===== config.mk =====
export PLATFORM = sky130hd
export DESIGN_NAME = fc_input_packer
export DESIGN_NICKNAME = d
export VERILOG_FILES = /design/src/rtl/fc_input_packer_pkg.sv /design/src/rtl/fc_pack_beat_ctr.sv /design/src/rtl/fc_input_packer.sv
export SDC_FILE = /design/constraint.sdc
export NUM_CORES = 1
export LEC_CHECK = 0
export BUFFER_PORTS_ARGS = -buffer_cell sky130_fd_sc_hd__buf_4
export CORE_MARGIN = 2
export CORE_UTILIZATION = 30
export CTS_BUF_LIST = sky130_fd_sc_hd__clkbuf_16
export DETAILED_ROUTE_END_ITERATION = 7
export GPL_ROUTABILITY_DRIVEN = 1
export PLACE_DENSITY = 0.54
export SYNTH_ARGS = -nofsm -noshare
export SYNTH_HDL_FRONTEND = slang
export SYNTH_SLANG_ARGS = --single-unit

===== constraint.sdc =====
create_clock -name clk -period 5.2 [get_ports clk]
set_input_delay 0.26 -clock clk [delete_from_list [all_inputs] [get_ports clk]]
set_output_delay 0.26 -clock clk [all_outputs]
set_load 0.005 [all_outputs]

===== src/rtl/fc_input_packer_pkg.sv =====
// Shared FC-stage definitions: default geometry and the packer state encoding.
// Optional frame-framing check is enabled by defining FC_PACK_LAST_CHECK_EN.
package fc_input_packer_pkg;

    localparam int DEF_OF_BW     = 8;
    localparam int DEF_FC_IN_VEC = 48;
    localparam int DEF_IN_LANES  = 3;   // CNN output channels (CO)

    typedef enum logic {
        FILL = 1'b0,
        EMIT = 1'b1
    } pack_state_t;

    // Counter width that stays legal for a single-position frame.
    function automatic int cnt_width(input int n);
        return (n > 1) ? $clog2(n) : 1;
    endfunction

endpackage


===== src/rtl/fc_pack_beat_ctr.sv =====
// Beat counter for the FC input packer: beat index, wrap/emit strobe, EMIT state.
// With FC_PACK_LAST_CHECK_EN defined, i_in_last is checked and a sticky error kept.
module fc_pack_beat_ctr
    import fc_input_packer_pkg::*;
#(
    parameter int POSITIONS = 16,
    parameter int CNT_W     = 4
) (
    input  logic             clk,
    input  logic             reset_n,
    input  logic             in_valid,
    input  logic             in_last,
    input  logic             clear,
    output logic [CNT_W-1:0] beat_idx,
    output logic             emit_stb,
    output pack_state_t      state,
    output logic             err
);

    localparam logic [CNT_W-1:0] LAST_IDX = CNT_W'(POSITIONS - 1);

    logic [CNT_W-1:0] cnt_reg;
    pack_state_t      state_reg;
    logic             accept;
    logic             final_beat;
    logic             early_last;

    // Clear takes priority over a coincident beat, including the final one.
    assign accept     = in_valid & ~clear;
    assign final_beat = (cnt_reg == LAST_IDX);
    assign emit_stb   = accept & final_beat;

`ifdef FC_PACK_LAST_CHECK_EN
    logic err_reg;
    logic missing_last;

    assign early_last   = accept & in_last & ~final_beat;
    assign missing_last = accept & ~in_last & final_beat;

    always_ff @(posedge clk or negedge reset_n) begin
        if (!reset_n) begin
            err_reg <= 1'b0;
        end else if (early_last || missing_last) begin
            err_reg <= 1'b1;
        end
    end

    assign err = err_reg;
`else
    logic unused_last;

    assign unused_last = in_last;
    assign early_last  = 1'b0;
    assign err         = 1'b0;
`endif

    always_ff @(posedge clk or negedge reset_n) begin
        if (!reset_n) begin
            cnt_reg   <= '0;
            state_reg <= FILL;
        end else begin
            state_reg <= emit_stb ? EMIT : FILL;
            if (clear || (accept && (final_beat || early_last))) begin
                cnt_reg <= '0;
            end else if (accept) begin
                cnt_reg <= cnt_reg + 1'b1;
            end
        end
    end

    assign beat_idx = cnt_reg;
    assign state    = state_reg;

endmodule


===== src/rtl/fc_input_packer.sv =====
// Packs IN_LANES-wide pooled beats channel-major into one FC input vector.
// Define FC_PACK_LAST_CHECK_EN to enable i_in_last framing checks (o_err).
module fc_input_packer
    import fc_input_packer_pkg::*;
#(
    parameter  int IN_LANES  = DEF_IN_LANES,
    parameter  int FC_IN_VEC = DEF_FC_IN_VEC,
    parameter  int OF_BW     = DEF_OF_BW,
    localparam int POSITIONS = FC_IN_VEC / IN_LANES,
    localparam int CNT_W     = cnt_width(POSITIONS)
) (
    input  logic                       clk,
    input  logic                       reset_n,
    input  logic                       i_in_valid,
    input  logic [IN_LANES*OF_BW-1:0]  i_in_data,
    input  logic                       i_in_last,
    input  logic                       i_clear,
    output logic                       o_ot_valid,
    output logic [FC_IN_VEC*OF_BW-1:0] o_ot_fmap,
    output logic [CNT_W-1:0]           o_beat_cnt,
    output logic                       o_err
);

    logic [FC_IN_VEC*OF_BW-1:0] fill_reg;
    logic [FC_IN_VEC*OF_BW-1:0] fill_next;
    logic [CNT_W-1:0]           beat_idx;
    logic                       emit_stb;
    logic                       accept;
    pack_state_t                state;

    fc_pack_beat_ctr #(
        .POSITIONS (POSITIONS),
        .CNT_W     (CNT_W)
    ) u_beat_ctr (
        .clk      (clk),
        .reset_n  (reset_n),
        .in_valid (i_in_valid),
        .in_last  (i_in_last),
        .clear    (i_clear),
        .beat_idx (beat_idx),
        .emit_stb (emit_stb),
        .state    (state),
        .err      (o_err)
    );

    assign accept = i_in_valid & ~i_clear;

    // Lane gi of beat gj lands at element gi*POSITIONS + gj.
    generate
        for (genvar gi = 0; gi < IN_LANES; gi++) begin : g_lane
            for (genvar gj = 0; gj < POSITIONS; gj++) begin : g_pos
                assign fill_next[(gi*POSITIONS+gj)*OF_BW +: OF_BW] =
                    (accept && (beat_idx == CNT_W'(gj)))
                        ? i_in_data[gi*OF_BW +: OF_BW]
                        : fill_reg[(gi*POSITIONS+gj)*OF_BW +: OF_BW];
            end
        end
    endgenerate

    // The output register loads the merged vector so the final beat needs no extra cycle.
    always_ff @(posedge clk or negedge reset_n) begin
        if (!reset_n) begin
            fill_reg  <= '0;
            o_ot_fmap <= '0;
        end else begin
            fill_reg <= fill_next;
            if (emit_stb) begin
                o_ot_fmap <= fill_next;
            end
        end
    end

    assign o_ot_valid = (state == EMIT);
    assign o_beat_cnt = beat_idx;

endmodule

==> results.json <==
{
  "cts_tree": "yes",
  "maxCapViolCount": 0,
  "ctsRootBufferMaster": "clkbuf_16",
  "r2r_setup_slack_ns": 1.62,
  "ff2ff_path_depth": 5,
  "power.internal_w": 0.009612,
  "post_cts_buffers": 0,
  "yosys_warnings": 0,
  "grt-ovfl-total": 0,
  "yosysSeqAreaShare_pct": 62.09,
  "worst_slack_ns": 1.617,
  "drt_iter0_markers": 1893,
  "synthMuxAreaShare_pct": 8.090,
  "syn-cell-area_um2": 30190,
  "period_needed_ns": 3.583,
  "fin_util_pct": 36.92,
  "crit_start": "u_beat_ctr.beat_idx[2]",
  "p_leak_nw": 18.54,
  "multiInputGateArea_um2": 9943,
  "fin_setup_tns_ns": 0,
  "io_buffers": 416,
  "grt_antenna_before_repair": 5,
  "fin_total_pwr_w": 0.01267,
  "max_freq_ghz": 0.2791,
  "htreeDepth": 3,
  "track_usage_pct": 19.81,
  "clk_pin_slew_ns": 0.06,
  "synth_adder_area_share_pct": 0.1658,
  "die_h_um": 321.2,
  "whs_endpoint": "o_ot_fmap[359]",
  "synth-edff-count": 0,
  "pwr-share-clk_pct": 46.3,
  "final_hold_viol_count": 0,
  "worst_ep_required_time_ns": 5.74,
  "io_pins": 419,
  "power_density_nw_per_um2": 343.6,
  "status": "finished, final reports clean",
  "relSlewSlack_pct": 26.75,
  "dp_hpwl_um": 59680,
  "clock_latency_ns": 0.66,
  "grt_pass1_vias": 22690,
  "synth_top_family_by_area": "compound AO/OA/AOI/OAI gates",
  "routabilityCongestion": 0.7486,
  "yosys.area.top_type": "dfrtp_1",
  "largest_reg_flops": 384,
  "seq_area_um2": 18750,
  "cts.sinks": 749,
  "areaGrowthSynthToFinish_pct": 22.13,
  "p_seq_share_pct": 48.9,
  "nFillCells": 9896,
  "synthesis.nets": 2719,
  "drive_gt1_share_pct": 29.36,
  "hold_start": "i_in_data[23]",
  "switchingPower_w": 0.003055,
  "num_rows": 116,
  "vias_per_cell": 5.261,
  "r2r_start": "u_beat_ctr.beat_idx[2]",
  "min_period_over_period_pct": 68.91,
  "path_class": "register to register",
  "die_w_um": 321.2,
  "min_path_cells": 3,
  "synth_flop_cell": "dfrtp_1",
  "drc": 0,
  "nets": 2971,
  "hold_path.class": "primary input to register",
  "switching_share_pct": 24.11,
  "first_pass_iters": 5,
  "grt_pass1_wl_um": 153800,
  "synth_area_leaders": "dfrtp_1 62%, o21ai_0 7.9%, mux2_2 7.7%",
  "crit_fanout": 64,
  "async_flop_share_pct": 100.0,
  "end_kind": "register",
  "final_antenna_net_count": 0,
  "skew_ns": 0.02316,
  "synthXorXnorAreaFrac_pct": 0.05802,
  "setup_viol": 0,
  "timing.rr.end": "fill_reg[36]",
  "combPwrFrac_pct": 4.7,
  "synth_area_per_cell_um2": 11.24,
  "worstMarginPinSlew_ns": 1.099,
  "synth-compound-area-share_pct": 15.37,
  "vias": 22670,
  "netlist_instances": 2686,
  "clockBufferDepth": 3,
  "wirelength_um": 104400,
  "synth_top_area_share_pct": 62.09,
  "routedWlPerCell_um": 24.23,
  "synth_seq_cells": 749,
  "place_ws_ns": 1.567,
  "numCtsBuffers": 86,
  "initial_core_util_pct": 30.23,
  "yosys.area_share.simple_pct": 9.006,
  "yosysUniqueCellTypes": 41,
  "cts-resized-gates": 0,
  "rsz0062_at_grt": "no",
  "cp.arrival_ns": 4.12,
  "grt_max_degree": 139,
  "drv_slew": 0,
  "fp.dieArea_um2": 103200,
  "coreArea_um2": 99860,
  "peakVddDrop_mv": 0.3047,
  "worstSetupStartpointType": "register"
}
kinds of logic after synthesis:
| group | count (synthesis) |
|---|---|
| AOI/OAI and AO/OA | 795 |
| DFF | 749 |
| and+or+nand+nor | 542 |
| buffers and inverters | 376 |
| muxes | 217 |
| adders and majority gates | 4 |
| xor gates and xnor gates | 2 |
| other | 1 |
cells in the mapped netlist, drive strengths merged, types with 2 or more instances:
master	count
a21bo	48
a21boi	24
a21oi	74
a31o	24
a31oi	72
and2	5
and3	3
and3b	3
buf	111
clkbuf	190
dfrtp	749
ha	4
inv	75
mux2	216
nand2	255
nand3	72
nand3b	5
nand4	186
nor2	5
nor3	2
nor3b	3
o21ai	481
o31ai	72
through the flow:
| step | area [um^2] | hold WS [ns] | instances |
|---|---|---|---|
| finish | 36870 | 0.05328 | 4309 |
| global route | 36860 | 0.05464 | 4306 |
| CTS | 36860 | 0.02444 | 4305 |
| detailed placement | 34130 | 0.4003 | 4144 |
| global placement | 34130 | 0.3812 | 4144 |
| floorplan | 30190 | -0.03559 | 2686 |
per-layer routing:
layer | global-route usage (%) | wire length, um | vias to the layer above
li1 | - | - | 10030
met1 | 26.38 | 45070 | 11780
met2 | 31.26 | 49190 | 724
met3 | 4.968 | 7102 | 133
met4 | 7.082 | 3031 | 0
met5 | 0 | 0 | -
worst max-delay path by stage:
stage                     end  slack [ns]  depth (start not counted)
6_report         fill_reg[36]        1.62                          5
3_3_place_gp     fill_reg[32]        1.55                          5
5_1_grt          fill_reg[39]        1.43                          5
3_5_place_dp     fill_reg[37]        1.57                          5
4_1_cts          fill_reg[32]        1.56                          5
2_1_floorplan  o_ot_fmap[248]        3.34                          8
power by group through the flow:
stage                     registers, W  clock network, W  logic, W
after floorplan                0.00627                 0  0.000321
after global placement         0.00629                 0  0.000607
after detailed placement       0.00630                 0  0.000616
after CTS                      0.00620           0.00601  0.000620
after global routing           0.00623           0.00624  0.000664
final                          0.00620           0.00587  0.000601
cells in the final DEF (no fill, tap or decap), types with 3 or more instances in the layout:
master / netlist / layout
inv_6: 0 / 5
inv_1: 74 / 87
clkbuf_16: 0 / 87
ha_1: 4 / 3
nor3b_4: 2 / 3
o21ai_0: 479 / 479
a31oi_1: 72 / 72
a21oi_1: 74 / 74
buf_4: 7 / 455
a31o_2: 24 / 24
clkinvlp_4: 0 / 3
nand4_1: 186 / 186
bufinv_16: 0 / 5
and3_1: 3 / 3
mux2_1: 10 / 10
nand2_1: 254 / 250
clkinv_2: 0 / 17
buf_12: 0 / 5
nor2_1: 4 / 4
nand2_2: 1 / 3
diode_2: 0 / 4
o31ai_1: 72 / 72
a21boi_0: 24 / 24
dlygate4sd3_1: 0 / 4
a21bo_2: 48 / 48
nand3_1: 72 / 72
clkinv_1: 0 / 23
mux2_2: 206 / 206
dfrtp_1: 749 / 747
critical path, stage by stage, from the launching register on:
cell	delay, ns
dfrtp_2	0.51
buf_4	0.56
nand3b_4	0.80
nor3b_4	0.71
buf_4	0.45
mux2_2	0.38
repair_timing:
item / 4_1_cts / 5_1_grt
hold endpoints to repair: 91 / 0
hold buffers: 4 / 0
setup endpoints to repair: 0 / 0
area by class of cell:
class	instances	share of cell area, %
flip-flops and latches	749	50.85
multi-input cells	1561	26.97
repair buffers	465	9.685
clock buffers	87	5.905
well taps	1298	4.405
clock inverters	70	1.388
inverters	75	0.7704
diodes	4	0.02715
No activity file was read; power rests on OpenSTA's default activity.
